## src/rtl/fsm_button_array.sv

```systemverilog
// Multi-channel push-button front end: per channel a two-flop synchroniser, a
// debouncer and a press/long-press FSM driving a toggle or momentary state level.
module fsm_button_array #(
  parameter int CH       = 4,
  parameter int DB_CNT   = 4,
  parameter int LONG_CNT = 16
) (
  input  logic          clk,
  input  logic          rst_n,
  input  logic [CH-1:0] button,
  input  logic [CH-1:0] mode,
  input  logic          clear,
  output logic [CH-1:0] state,
  output logic [CH-1:0] press,
  output logic [CH-1:0] long_press
);

  localparam int DBW = $clog2(DB_CNT + 1);
  localparam int HW  = $clog2(LONG_CNT + 1);

  typedef enum logic [1:0] {
    IDLE    = 2'd0,
    PRESSED = 2'd1,
    HELD    = 2'd2
  } fsm_t;

  generate
    for (genvar gi = 0; gi < CH; gi++) begin : g_ch
      logic           sync1, sync2;
      logic           db_reg, db_next;
      logic [DBW-1:0] cnt_reg, cnt_next;
      logic [HW-1:0]  hold_reg, hold_next;
      fsm_t           fsm_reg, fsm_next;
      logic           state_reg, state_next;
      logic           press_reg, press_next;
      logic           long_reg, long_next;
      logic           rise, fall;

      // The edge that accepts a new level also drives the FSM, so pulses and
      // state line up with the debounced level rather than trailing it by one.
      always_comb begin
        db_next  = db_reg;
        cnt_next = '0;
        rise     = 1'b0;
        fall     = 1'b0;
        if (sync2 != db_reg) begin
          if (cnt_reg == DBW'(DB_CNT - 1)) begin
            db_next = sync2;
            rise    = sync2;
            fall    = ~sync2;
          end else begin
            cnt_next = cnt_reg + 1'b1;
          end
        end
      end

      always_comb begin
        fsm_next   = fsm_reg;
        hold_next  = hold_reg;
        press_next = 1'b0;
        long_next  = 1'b0;
        case (fsm_reg)
          IDLE: begin
            if (rise) begin
              fsm_next   = PRESSED;
              hold_next  = '0;
              press_next = 1'b1;
            end
          end
          PRESSED: begin
            if (fall) begin
              fsm_next  = IDLE;
              hold_next = '0;
            end else if (hold_reg == HW'(LONG_CNT - 1)) begin
              fsm_next  = HELD;
              hold_next = '0;
              long_next = 1'b1;
            end else begin
              hold_next = hold_reg + 1'b1;
            end
          end
          HELD: begin
            if (fall) begin
              fsm_next = IDLE;
            end
          end
          default: begin
            fsm_next  = IDLE;
            hold_next = '0;
          end
        endcase
      end

      // Momentary channels track the debounced level; clear only touches toggle channels.
      always_comb begin
        state_next = state_reg;
        if (mode[gi]) begin
          state_next = db_next;
        end else if (clear) begin
          state_next = 1'b0;
        end else if (press_next) begin
          state_next = ~state_reg;
        end
      end

      always_ff @(posedge clk or negedge rst_n) begin
        if (!rst_n) begin
          sync1     <= 1'b0;
          sync2     <= 1'b0;
          db_reg    <= 1'b0;
          cnt_reg   <= '0;
          hold_reg  <= '0;
          fsm_reg   <= IDLE;
          state_reg <= 1'b0;
          press_reg <= 1'b0;
          long_reg  <= 1'b0;
        end else begin
          sync1     <= button[gi];
          sync2     <= sync1;
          db_reg    <= db_next;
          cnt_reg   <= cnt_next;
          hold_reg  <= hold_next;
          fsm_reg   <= fsm_next;
          state_reg <= state_next;
          press_reg <= press_next;
          long_reg  <= long_next;
        end
      end

      assign state[gi]      = state_reg;
      assign press[gi]      = press_reg;
      assign long_press[gi] = long_reg;
    end
  endgenerate

endmodule
```

## config.mk

```make
export PLATFORM = sky130hd
export DESIGN_NAME = fsm_button_array
export DESIGN_NICKNAME = d
export VERILOG_FILES = /design/src/rtl/fsm_button_array.sv
export SDC_FILE = /design/constraint.sdc
export NUM_CORES = 1
export LEC_CHECK = 0
export ABC_AREA = 1
export BUFFER_PORTS_ARGS = -buffer_cell sky130_fd_sc_hd__buf_2
export CORE_MARGIN = 3
export CORE_UTILIZATION = 59
export CTS_CLUSTER_SIZE = 25
export DETAILED_ROUTE_END_ITERATION = 8
export GPL_TIMING_DRIVEN = 1
export PLACE_DENSITY_LB_ADDON = 0.15
export SLEW_MARGIN = 30
export SYNTH_ARGS = -nofsm -noshare
export SYNTH_HDL_FRONTEND = slang
export SYNTH_SLANG_ARGS = --single-unit
```

## constraint.sdc

```tcl
create_clock -name clk -period 2.75 [get_ports clk]
set_clock_uncertainty 0.1 [all_clocks]
set_input_delay 0 -clock clk [delete_from_list [all_inputs] [get_ports clk]]
set_output_delay 0 -clock clk [all_outputs]
set_load 0.05 [all_outputs]
```

# == Word-level counts from Yosys, hierarchy flattened ==
# Index checks and enable logic that the tools add are counted.
# totals
output_inout_bits,12
input_bits,11
reg_bits,64
# op_classes
n_mux,100
reduce_logical,16
n_eq_ne,32
add_sub_neg,8
n_bitwise,12
# op_table
op,count
$mux W5,12
$pmux W5 S3,4
$mux W1,56
$mux W2,16
$mux W3,8
$pmux W2 S3,4
$add A5 B1 Y5 const B,4
$eq A5 B4 Y1 const B,4
$ne A2 B2 Y1 const B,8
$add A3 B1 Y3 const B,4
$eq A3 B2 Y1 const B,4
$ne A3 B3 Y1 const B,4
$not A1 Y1,12
$reduce_and A3 Y1,4
$reduce_bool A3 Y1,4
$eq A2 B1 Y1 const B,4
$eq A2 B2 Y1 const B,4
$logic_not A2 Y1,4
$reduce_and A2 Y1,4
$ne A1 B1 Y1,4

# == Depth between registers and ports, before layout ==
# Gate-level depths: netlist of run 1.
# depth
depth_word,8
mapped_depth,8
mapped_depth_nobuf,8

# == Worst setup path before layout of run 1 ==
# Ideal clock, no wire load.
# synth_timing
path_type,register -> register
from,register g_ch[0].hold_reg[0]
to,register g_ch[0].hold_reg[2]
n_path_buf,0
required_ns,2.533
path_stages_with_launch,5
t_arrival_ns,1.032
setup_slack_ns,1.501
cell_sequence,dfrtp_1 ha_1 or2_2 nand4_1 nand2_1
# synth_between
elab_chain_cells,4
word_cells_on_any_way,5
cone_classes,1 x add/sub; 1 x eq/ne; 3 x mux
# synth_lines
element,line,source
start: declaration,32,"logic [HW-1:0] hold_reg, hold_next;"
start signal: assignment,122,hold_reg <= hold_next;
$add A5 B1 Y5 / $eq A5 B4 Y1 (equally long branches),"79, 74",
$mux W5 (*),74,end else if (hold_reg == HW'(LONG_CNT - 1)) begin
$mux W5 (*),71,if (fall) begin
$pmux W5 S3 (*),62,case (fsm_reg)
# Mark *: on every way between the ends. The rest lies on a longest branch, timed or not.
# A chain may end at the register's enable or synchronous reset.

# == Worst setup path in the final report of run 1 ==
# layout_timing
from,input port mode[0]
to,register g_ch[0].state_reg
# layout_between
elab_chain_cells,1
word_cells_on_any_way,2
cone_classes,1 x mux; 1 x reduce/logical
# layout_lines
element,line,source
start: declaration,11,"input logic [CH-1:0] mode,"
$reduce_bool A3 Y1 (no line) / $mux W1 (equally long branches),-,
end signal: assignment,124,state_reg <= state_next;
end: declaration,34,"logic state_reg, state_next;"
# Several ways; a longest one is shown, not always the timed one.

==> summary.md, run 1 <==
## Synthesis
- most common flop cell mapped by yosys: dfrtp_1
- Netlist cell types: 29
- number of synthesis warnings: 0
- cell area after synthesis: 0.00308 mm^2
- number of nets in the synthesized netlist: 353
- mean area per synthesized cell: 9.22 um^2
- sequential-to-total area share from yosys stat: 0.520
- Synth async-reset ratio: 1.00
- main area contributors after synthesis: dfrtp_1 (52%), nand2_1 (8.7%), nand3_1 (5.7%)
- Synth top area share: 0.520
- Syn Inst Count: 334
- Synth Register Bits: 64
- area leader, netlist: dfrtp_1
- number of synthesized flops with an enable pin: 0

## Timing
- final max-slew violation count: 0
- final period utilization: 0.514
- final number of hold-violating endpoints: 0
- relative slew slack: 0.492
- Min Clock Period, post-route: 1.41 ns
- final setup fails: 0
- Max Clock Freq: 0.707 GHz
- slew at the pin with the worst max-slew slack: 0.762 ns
- Sum Neg Setup Slack: 0 ns
- final worst-path setup slack: 1.34 ns
- final-layout worst hold slack: 0.00132 ns
- unrepaired setup endpoints after global routing: no

## Global route
- number of global-route vias before repair: 2225
- all-layer global routing usage: 0.203
- wire length of the first global-routing pass: 9780 um
- maximum number of pins on one net before global-route repair: 36
- GRT Residual Overflow: 0
- number of antenna violations at the first check in global routing: 0

## Layout
- number of antenna cells inserted: 0
- fraction of layout cells with a size suffix above 1: 0.200
- growth of design area from synthesis to finish: 15.2%
- flip-flop count of the largest register after layout: 20
- net count of the finished layout: 389

## Critical path
- Critical-path top delay cell: dlygate4sd3_1
- cell seen most often among critical-path stages: nand2_1
- Worst path top cell family by delay: buffers and inverters
- data required time of the worst path: 2.88 ns
- worst-path cell chain: dlygate4sd3_1 -> buf_2 -> nor2_1 -> dlygate4sd3_1 -> nand2_1 -> nand2_1 -> nand2_1
- CP Class: primary input to flip-flop
- Critical Path End Type: flip-flop
- peak per-stage delay on the critical path: 0.60 ns
- Worst Path Arrival: 1.54 ns
- FF-to-FF setup slack: 1.38 ns
- crit start category: primary input
- critical path fanouts, max: 3
- count of buffer and inverter cells on the critical path: 3

## Detailed routing
- final wirelength: 5410 um
- remaining antenna violation count: 0
- iteration count of the initial detailed-routing pass: 5
- vias per cell: 5.18
- number of DRC violations after detailed routing: 0
- DRC marker count from the first detailed-route iteration: 92
- routed length per instance: 12.2 um
- total via count in the routed design: 2289

## Clocking
- TritonCTS clock tree: yes
- quantity of gates resized following cts: 0
- post-CTS setup buffer count: 0
- Clock Path Buffers: 2
- Num Clock Sinks: 64
- Inserted Clock Buffers: 9
- root buffer cell: clkbuf_8
- level count of the clock H-tree: 3
- clock insertion delay at the later pin of the skew report: 0.33 ns
- count of hold-fix buffers inserted at cts: 13
- clock slew at the register clock pins of the worst setup and hold paths: 0.07 ns

## Power
- total leakage power: 1.82 nW
- largest voltage drop on the vdd net: 0.533 mV
- ratio of total power to cell area: 948 mW/mm^2
- overall power after layout: 0.00336 W

## Die
- core box area: 0.00488 mm^2
- row count: 25
- count of boundary I/O pins: 23
- starting density of the core: 0.631
- die extent in y: 78.2 um
- die outline area: 0.00612 mm^2
- floorplan die width: 78.2 um

## Flow run
- reported max-cap violation count: 0

## Placed design
- input/output buffers: 22
- GPL Wtd Cong: 0.905
- Post-DP HPWL: 3700 um
- placement-stage worst setup slack: 1.41 ns

## Min path
- Hold Path Class: primary input to flip-flop

## Run status
- outcome: finished clean

## layout by cell type (no fill, tap or decap)
cell	count
a21oi_1	3
a21oi_4	1
and2_1	4
buf_2	22
buf_4	2
bufinv_16	1
clkbuf_1	1
clkbuf_8	13
clkinv_1	1
clkinv_2	1
dfrtp_1	64
dlygate4sd3_1	13
ha_1	8
inv_1	31
inv_2	6
nand2_1	71
nand2_2	2
nand3_1	35
nand3_2	7
nand3_4	2
nand4_1	17
nand4_2	3
nor2_1	28
nor2_2	3
nor2_4	6
nor2_8	1
nor3_1	7
nor3_2	1
o21ai_0	2
o21ai_1	8
o21ai_2	1
or2_2	3
or3_1	4
xnor2_1	2
xor2_1	1
## worst min-delay path: cells and delay by family
family	cells	cell delay (ns)
buffers and inverters	1	0.17
and+or+nand+nor	4	0.24
## Yosys cell counts, types with 2 or more instances
cell     number
nand2_1      71
dfrtp_1      64
nand3_1      35
inv_1        31
nor2_1       28
nand4_1      17
buf_4        12
ha_1          8
o21ai_1       8
nand3_2       7
nor3_1        7
inv_2         6
nor2_4        6
and2_1        4
or3_1         4
a21oi_1       3
nand4_2       3
nor2_2        3
or2_2         3
nand2_2       2
nand3_4       2
o21ai_0       2
xnor2_1       2
## cell type report
cell class	instances	area, um^2
well taps	67	83.8
repair buffers	37	255
fillers	363	1330
clock buffers	14	183
flip-flops and latches	64	1600
clock inverters	2	35.0
inverters	38	143
multi-input cells	220	1240
## through the flow
stage          area [um^2]  std cells  utilization
2_1_floorplan         3080        334            -
3_3_place_gp          3200        413        0.655
3_5_place_dp          3200        413        0.655
4_1_cts               3550        442        0.727
5_1_grt               3550        442        0.727
6_report              3550        442        0.727
## where the power goes
group	internal, W	switching, W
Sequential	0.00118	0.000244
Clock	0.000517	0.000346
Combinational	0.000401	0.000670
## layer usage
metal,part of all wire,track usage
met1,0.47,0.261
met2,0.47,0.319
met3,0.037,0.0505
met4,0.024,0.103
met5,0,0
## cells by family after synthesis
family / Yosys count / synth area share
and+or+nand+nor: 194 / 0.334
DFF: 64 / 0.520
buffers and inverters: 50 / 0.0756
AOI/OAI and AO/OA: 15 / 0.0293
xor gates and xnor gates: 3 / 0.00853
adders and majority gates: 8 / 0.0325
## final timing paths
kind / start / endpoint / cells after the start
worst max-delay path: mode[0] / g_ch[0].state_reg / 7
worst min-delay path: clear / g_ch[1].state_reg / 5
worst max register to register: g_ch[2].cnt_reg[0] / g_ch[2].state_reg / 8
worst min register to register: g_ch[3].sync1 / g_ch[3].sync2 / 0
max in group asynchronous: rst_n / g_ch[0].fsm_reg[1] / 3
min in group asynchronous: rst_n / g_ch[1].hold_reg[3] / 2
Power figures use the tool's default switching activity.
==> run 2, diff against run 1 <==
--- a/config.mk
+++ b/config.mk
@@ -5,7 +5,7 @@
 export SDC_FILE = /design/constraint.sdc
 export NUM_CORES = 1
 export LEC_CHECK = 0
-export ABC_AREA = 1
+export ABC_AREA = 0
 export BUFFER_PORTS_ARGS = -buffer_cell sky130_fd_sc_hd__buf_2
 export CORE_MARGIN = 3
 export CORE_UTILIZATION = 59
==> constraint.sdc (replaced) <==
create_clock -name clk -period 1.5 [get_ports clk]
set_clock_uncertainty 0.1 [all_clocks]
set_input_delay 0 -clock clk [delete_from_list [all_inputs] [get_ports clk]]
set_output_delay 0 -clock clk [all_outputs]
set_load 0.05 [all_outputs]
==> run 2 against run 1 <==
  * The run now ends with negative setup slack left
  * Final cell count down 14%
  * Combinational power increased to 2.7 times the previous value
  * Critical path depth shrank 2
  * Sequential power rose by 75%
  * Setup slack worse by 1.7 ns
==> summary.md, run 2 <==
## Critical path
- capturing point of the worst reg2reg path: g_ch[3].hold_reg[3], was g_ch[2].state_reg
- reg2reg start: g_ch[3].cnt_reg[0], was g_ch[2].cnt_reg[0]
- CP Class: flip-flop to flip-flop, was primary input to flip-flop
- cells on worst reg2reg path: 5, was 8
- critical path fanouts, max: 4, was 3
- Critical Path End Type: flip-flop, unchanged
- Worst Path Arrival: 1.98 ns, was 1.54 ns
- peak per-stage delay on the critical path: 0.41 ns, was 0.60 ns
- FF-to-FF setup slack: -0.33 ns, was 1.38 ns
- data required time of the worst path: 1.65 ns, was 2.88 ns
- Critical-path top delay cell: dfrtp_1, was dlygate4sd3_1
- crit start category: flip-flop, was primary input
- worst-path cell chain: ha_2 -> and4bb_2 -> or3_4 -> or3_1 -> o211ai_1, was dlygate4sd3_1 -> buf_2 -> nor2_1 -> dlygate4sd3_1 -> nand2_1 -> nand2_1 -> nand2_1

## Power
- ratio of total power to cell area: 1740 mW/mm^2, was 948 mW/mm^2
- overall power after layout: 0.00688 W, was 0.00336 W
- total leakage power: 1.91 nW, was 1.82 nW
- largest voltage drop on the vdd net: 1.20 mV, was 0.533 mV

## Timing
- final number of hold-violating endpoints: 0, unchanged
- slew at the pin with the worst max-slew slack: 0.366 ns, was 0.762 ns
- final-layout worst hold slack: 0.109 ns, was 0.00132 ns
- final period utilization: 1.22
- final setup fails: 39, was 0
- Max Clock Freq: 0.547 GHz
- final max-slew violation count: 0, unchanged
- final worst-path setup slack: -0.329 ns, was 1.34 ns
- unrepaired setup endpoints after global routing: yes, was no
- Min Clock Period, post-route: 1.83 ns
- relative slew slack: 0.754, was 0.492

## Synthesis
- sequential-to-total area share from yosys stat: 0.568, was 0.520
- most common library cells after synthesis: dfrtp_1 (64), nand2_1 (26), buf_4 (12), was nand2_1 (71), dfrtp_1 (64), nand3_1 (35)
- multiplexer share of the synthesized area: 0.0200, was 0
- compound-gate portion of the synthesized area: 0.104, was 0.0293
- number of synthesis warnings: 0, unchanged
- cell area after synthesis: 0.00282 mm^2, was 0.00308 mm^2
- mean area per synthesized cell: 11.8 um^2, was 9.22 um^2
- top-count cell post-synth: dfrtp_1, was nand2_1
- Post-Synth Simple-Gate Area: 0.201, was 0.334
- number of synthesized flops with an enable pin: 0, unchanged
- area share of xor/xnor cells in the synthesized design: 0.0248, was 0.00853
- Syn Inst Count: 239, was 334
- area leader, netlist: dfrtp_1, unchanged
- Netlist cell types: 40, was 29
- largest family of logic cells by synthesized area: simple AND/OR/NAND/NOR gates, unchanged
- Synth Register Bits: 64, unchanged
- number of nets in the synthesized netlist: 258, was 353
- adder and majority gate portion of the synthesized area: 0.0355, was 0.0325
- most common flop cell mapped by yosys: dfrtp_1, unchanged
- Synth top area share: 0.568, was 0.520
- main area contributors after synthesis: dfrtp_1 (57%), ha_1 (3.5%), nand2_1 (3.5%), was dfrtp_1 (52%), nand2_1 (8.7%), nand3_1 (5.7%)
- Synth async-reset ratio: 1.00, unchanged

## Detailed routing
- routed length per instance: 16.7 um, was 12.2 um
- number of DRC violations after detailed routing: 0, unchanged
- remaining antenna violation count: 0, unchanged
- iteration count of the initial detailed-routing pass: 4, was 5
- vias per cell: 5.55, was 5.18
- final wirelength: 6360 um, was 5410 um
- total via count in the routed design: 2114, was 2289
- DRC marker count from the first detailed-route iteration: 110, was 92

## Layout
- most common cell after layout, fill and taps aside: dfrtp_1, was nand2_1
- fraction of layout cells with a size suffix above 1: 0.471, was 0.200
- final cell count without fillers: 381, was 442
- commonest cells after routing, fill and taps aside: dfrtp_1 (64), buf_4 (43), nand2_1 (25), was nand2_1 (71), dfrtp_1 (64), nand3_1 (35)
- net count of the finished layout: 343, was 389
- Final Instance Area: 0.00395 mm^2, was 0.00355 mm^2
- growth of design area from synthesis to finish: 40.1%, was 15.2%
- final cell utilization of the core: 0.884, was 0.727
- flip-flop count of the largest register after layout: 20, unchanged
- number of antenna cells inserted: 0, unchanged

## Placed design
- Post-DP HPWL: 3430 um, was 3700 um
- Post-Place Cells: 340, was 413
- placed cell areas: 0.00332 mm^2, was 0.00320 mm^2
- input/output buffers: 22, unchanged
- GPL Wtd Cong: 0.822, was 0.905

## Die
- row count: 24, was 25
- count of boundary I/O pins: 23, unchanged
- floorplan die width: 75.2 um, was 78.2 um
- core box area: 0.00447 mm^2, was 0.00488 mm^2
- die outline area: 0.00565 mm^2, was 0.00612 mm^2
- starting density of the core: 0.631, about the same
- die extent in y: 75.2 um, was 78.2 um

## Flow run
- reported max-cap violation count: 0, unchanged

## Clocking
- clock slew at the register clock pins of the worst setup and hold paths: 0.07 ns, about the same
- Inserted Clock Buffers: 9, unchanged
- root buffer cell: clkbuf_8, unchanged
- Num Clock Sinks: 64, unchanged
- Clock Path Buffers: 2, unchanged
- TritonCTS clock tree: yes, unchanged
- clock insertion delay at the later pin of the skew report: 0.34 ns, was 0.33 ns
- level count of the clock H-tree: 3, unchanged

## Global route
- number of antenna violations at the first check in global routing: 0, unchanged
- maximum number of pins on one net before global-route repair: 65, was 36
- all-layer global routing usage: 0.220, was 0.203
- number of global-route vias before repair: 1988, was 2225
- GRT Residual Overflow: 0, unchanged
- wire length of the first global-routing pass: 9270 um, was 9780 um

## Run status
- failing checks: negative setup slack
- outcome: complete, but fails checks, was finished clean

## Min path
- Hold Path Class: primary input to async pin, was primary input to flip-flop

## run 2: cell types whose count changed after synthesis, sizes merged, moves of 6 or more
cell | before | now
nor2b | 0 | 8
or4 | 0 | 6
nand2 | 73 | 26
inv | 37 | 10
nand3 | 44 | 8
nand4 | 20 | 0
nor2 | 38 | 2
nand2b | 0 | 7
nor3b | 0 | 11
o21bai | 0 | 7
## run 2: where the power goes
group	internal, W	switching (W)
Combinational	0.00152	0.00135
Clock	0.000855	0.000662
Sequential	0.00216	0.000342
Total	0.00453	0.00235
## run 2: logic make-up after synthesis
logic type | Yosys count
adders and majority gates | 8
xor gates and xnor gates | 8
AOI/OAI and AO/OA | 39
muxes | 5
DFF | 64
buffers and inverters | 23
and+or+nand+nor | 92
## run 2: cell type report
| cell class | count | area, um^2 |
|---|---|---|
| clock buffer | 13 | 159 |
| clock inverter | 3 | 40.0 |
| fill | 186 | 520 |
| inverter | 10 | 37.5 |
| multi-input combinational | 152 | 1370 |
| sequential | 64 | 1600 |
| tap | 52 | 65.1 |
| timing repair buffer | 87 | 677 |
## run 2: metrics by stage
stage,TNS (ns),setup WS [ns]
final,-5.55,-0.329
after global routing,-7.78,-0.387
after CTS,-3.83,-0.254
after detailed placement,-4.57,-0.257
after global placement,-3.61,-0.211
after floorplan,-2.29,-0.214
## run 2: worst max-delay path: cells and delay by family (launching register included)
| family | cells | cell delay, ns |
|---|---|---|
| adders and majority gates | 1 | 0.21 |
| AOI/OAI and AO/OA | 1 | 0.09 |
| DFF | 1 | 0.41 |
| and+or+nand+nor | 3 | 0.94 |
## run 2: how the worst max path moves through the flow
stage,startpoint,to,slack [ns],cells past startpoint
after floorplan,g_ch[3].cnt_reg[0],g_ch[3].hold_reg[3],-0.21,5
after global placement,g_ch[3].cnt_reg[0],g_ch[3].hold_reg[3],-0.21,5
after detailed placement,g_ch[3].cnt_reg[1],g_ch[3].hold_reg[3],-0.26,5
after CTS,g_ch[3].cnt_reg[0],g_ch[3].hold_reg[3],-0.25,5
after global routing,g_ch[3].cnt_reg[0],g_ch[3].hold_reg[3],-0.39,5
final,g_ch[3].cnt_reg[0],g_ch[3].hold_reg[3],-0.33,5
## run 2: per-layer routing
| metal | global-route usage | share of wire | vias up |
|---|---|---|---|
| li1 | - | - | 1002 |
| met1 | 0.284 | 0.44 | 1048 |
| met2 | 0.362 | 0.51 | 49 |
| met3 | 0.0467 | 0.028 | 15 |
| met4 | 0.0913 | 0.023 | 0 |
| met5 | 0 | 0 | - |
## run 2: repair_timing
action | in CTS | in global routing
pin swaps | 13 | 13
buffers inserted | 5 | 11
setup endpoints to repair | 33 | 43
hold buffers | 10 | 0
endpoints found under the hold margin | 72 | 0
resized for setup | 16 | 38
==> run 3, diff against run 2 <==
--- a/config.mk
+++ b/config.mk
@@ -8,10 +8,11 @@
 export ABC_AREA = 0
 export BUFFER_PORTS_ARGS = -buffer_cell sky130_fd_sc_hd__buf_2
 export CORE_MARGIN = 3
-export CORE_UTILIZATION = 59
+export CORE_UTILIZATION = 57
 export CTS_CLUSTER_SIZE = 25
 export DETAILED_ROUTE_END_ITERATION = 8
 export GPL_TIMING_DRIVEN = 1
+export HOLD_SLACK_MARGIN = 0.05
 export PLACE_DENSITY_LB_ADDON = 0.15
 export SLEW_MARGIN = 30
 export SYNTH_ARGS = -nofsm -noshare
==> constraint.sdc (replaced) <==
create_clock -name clk -period 1.7 [get_ports clk]
set_clock_uncertainty 0.1 [all_clocks]
set_input_delay 0 -clock clk [delete_from_list [all_inputs] [get_ports clk]]
set_output_delay 0 -clock clk [all_outputs]
set_load 0.05 [all_outputs]
==> run 3 against run 2 <==
  * The flow still finishes with violations (negative setup slack)
  * Critical path depth did not move
  * Clock power fell by 26%
  * Register-to-register slack gained 0.27 ns
  * Utilization down 10 points
  * Clock-buffer cell count unchanged
  * Combinational power decreased by 31%
  * Final cell count is 5.2% lower
  * Highest routed layer unchanged
  * Fmax increased by 3.7%
==> summary.md, run 3 (same netlist as run 2, synthesis figures left out) <==
## Clocking
- Clock Path Buffers: 2, unchanged
- TritonCTS clock tree: yes, unchanged
- clock insertion delay at the later pin of the skew report: 0.34 ns, about the same
- level count of the clock H-tree: 3, unchanged
- root buffer cell: clkbuf_8, unchanged
- Num Clock Sinks: 64, unchanged
- Inserted Clock Buffers: 9, unchanged
- clock slew at the register clock pins of the worst setup and hold paths: 0.07 ns, about the same

## Global route
- GRT Residual Overflow: 0, unchanged
- maximum number of pins on one net before global-route repair: 31, was 65
- number of global-route vias before repair: 1910, was 1988
- wire length of the first global-routing pass: 8900 um, was 9270 um
- all-layer global routing usage: 0.193, was 0.220
- number of antenna violations at the first check in global routing: 0, unchanged

## Die
- floorplan die width: 76.4 um, was 75.2 um
- count of boundary I/O pins: 23, unchanged
- core box area: 0.00456 mm^2, was 0.00447 mm^2
- die extent in y: 76.4 um, was 75.2 um
- die outline area: 0.00583 mm^2, was 0.00565 mm^2
- row count: 24, unchanged
- starting density of the core: 0.618, was 0.631

## Placed design
- GPL Wtd Cong: 0.779, was 0.822
- input/output buffers: 22, unchanged
- Post-DP HPWL: 3240 um, was 3430 um

## Detailed routing
- final wirelength: 5500 um, was 6360 um
- DRC marker count from the first detailed-route iteration: 76, was 110
- remaining antenna violation count: 0, unchanged
- total via count in the routed design: 1974, was 2114
- iteration count of the initial detailed-routing pass: 4, unchanged
- routed length per instance: 15.2 um, was 16.7 um
- vias per cell: 5.47, was 5.55
- number of DRC violations after detailed routing: 0, unchanged

## Timing
- Sum Neg Setup Slack: -0.167 ns, was -5.55 ns
- final max-slew violation count: 0, unchanged
- final number of hold-violating endpoints: 0, unchanged
- final setup fails: 6, was 39
- final period utilization: 1.04, was 1.22
- relative slew slack: 0.518, was 0.754
- final-layout worst hold slack: 0.103 ns, was 0.109 ns
- unrepaired setup endpoints after global routing: yes, unchanged
- Min Clock Period, post-route: 1.76 ns, was 1.83 ns
- final worst-path setup slack: -0.0631 ns, was -0.329 ns
- Max Clock Freq: 0.567 GHz, was 0.547 GHz
- slew at the pin with the worst max-slew slack: 0.721 ns, was 0.366 ns

## Layout
- net count of the finished layout: 310, was 343
- number of antenna cells inserted: 0, unchanged
- multi-input combinational cell area: 0.00128 mm^2, was 0.00137 mm^2
- fillers: 293, was 186
- fraction of layout cells with a size suffix above 1: 0.334, was 0.471
- growth of design area from synthesis to finish: 26.2%, was 40.1%
- Register Area: 0.00160 mm^2, unchanged
- commonest cells after routing, fill and taps aside: dfrtp_1 (64), nand2_1 (26), buf_2 (22), was dfrtp_1 (64), buf_4 (43), nand2_1 (25)
- most common cell after layout, fill and taps aside: dfrtp_1, unchanged
- flip-flop count of the largest register after layout: 20, unchanged

## Power
- total leakage power: 1.69 nW, was 1.91 nW
- largest voltage drop on the vdd net: 0.908 mV, was 1.20 mV
- overall power after layout: 0.00534 W, was 0.00688 W
- ratio of total power to cell area: 1500 mW/mm^2, was 1740 mW/mm^2

## Critical path
- CP Class: flip-flop to flip-flop, unchanged
- data required time of the worst path: 1.86 ns, was 1.65 ns
- crit start category: flip-flop, unchanged
- Critical Path End Type: flip-flop, unchanged
- critical path fanouts, max: 5, was 4
- Worst Path Arrival: 1.92 ns, was 1.98 ns

## Flow run
- reported max-cap violation count: 0, unchanged

## Min path
- Hold Path Class: primary input to async pin, unchanged

## Run status
- failing checks: negative setup slack, unchanged
- outcome: complete, but fails checks, unchanged

-- run 3: changes by cell type in the layout (fill, tap and decap cells not counted), sizes merged --
cell         change
buf             -34
bufinv           -1
clkinvlp         +1
dlygate4sd3      +1
-- run 3: critical path: stages, from the launching register on --
cell and delay (ns):
dfrtp_1 0.42, ha_4 0.18, nor4bb_4 0.15, or3_4 0.43, or3_1 0.32, o211ai_1 0.08
-- run 3: per-layer routing --
| metal | part of all wire | track usage |
|---|---|---|
| met1 | 0.44 | 0.261 |
| met2 | 0.50 | 0.288 |
| met3 | 0.039 | 0.0473 |
| met4 | 0.022 | 0.101 |
| met5 | 0 | 0 |
-- run 3: layout make-up --
type	count	area share
Clock buffer	13	0.0418
Clock inverter	3	0.00492
Inverter	10	0.0105
Multi-Input combinational cell	152	0.358
Sequential cell	64	0.450
Tap cell	65	0.0228
Timing Repair Buffer	54	0.112
-- run 3: stage by stage --
| step | utilization | setup slack, ns | instances | area [um^2] |
|---|---|---|---|---|
| CTS | 0.739 | -0.0263 | 354 | 3370 |
| global route | 0.780 | -0.116 | 361 | 3560 |
| floorplan | - | -0.0274 | 239 | 2840 |
| global placement | 0.665 | -0.0522 | 325 | 3040 |
| detailed placement | 0.665 | -0.113 | 325 | 3040 |
| finish | 0.780 | -0.0631 | 361 | 3560 |
-- run 3: final timing paths --
path | slack [ns] | to | startpoint | cells past startpoint
max in group asynchronous | 0.25 | g_ch[0].state_reg | rst_n | 3
setup reg to reg | -0.06 | g_ch[1].hold_reg[3] | g_ch[1].cnt_reg[0] | 5
hold reg to reg | 0.25 | g_ch[0].sync2 | g_ch[0].sync1 | 0
hold / removal | 0.10 | g_ch[3].hold_reg[3] | rst_n | 3
min in group clk | 0.21 | g_ch[0].sync1 | button[0] | 2
setup / recovery | -0.06 | g_ch[1].hold_reg[3] | g_ch[1].cnt_reg[0] | 5
-- run 3: timing repair --
item / in CTS / in global routing
gates cloned: 0 / 0
setup buffers: 2 / 7
hold buffers: 11 / 0
pin swaps: 4 / 15
resized for setup: 11 / 28
setup endpoints to repair: 17 / 25
endpoints found under the hold margin: 72 / 0
-- run 3: report_power, final --
part	internal, W	leakage (nW)	switching, W
registers	0.00190	0.832	0.000359
logic	0.000990	0.777	0.000965
clock network	0.000566	0.0834	0.000562
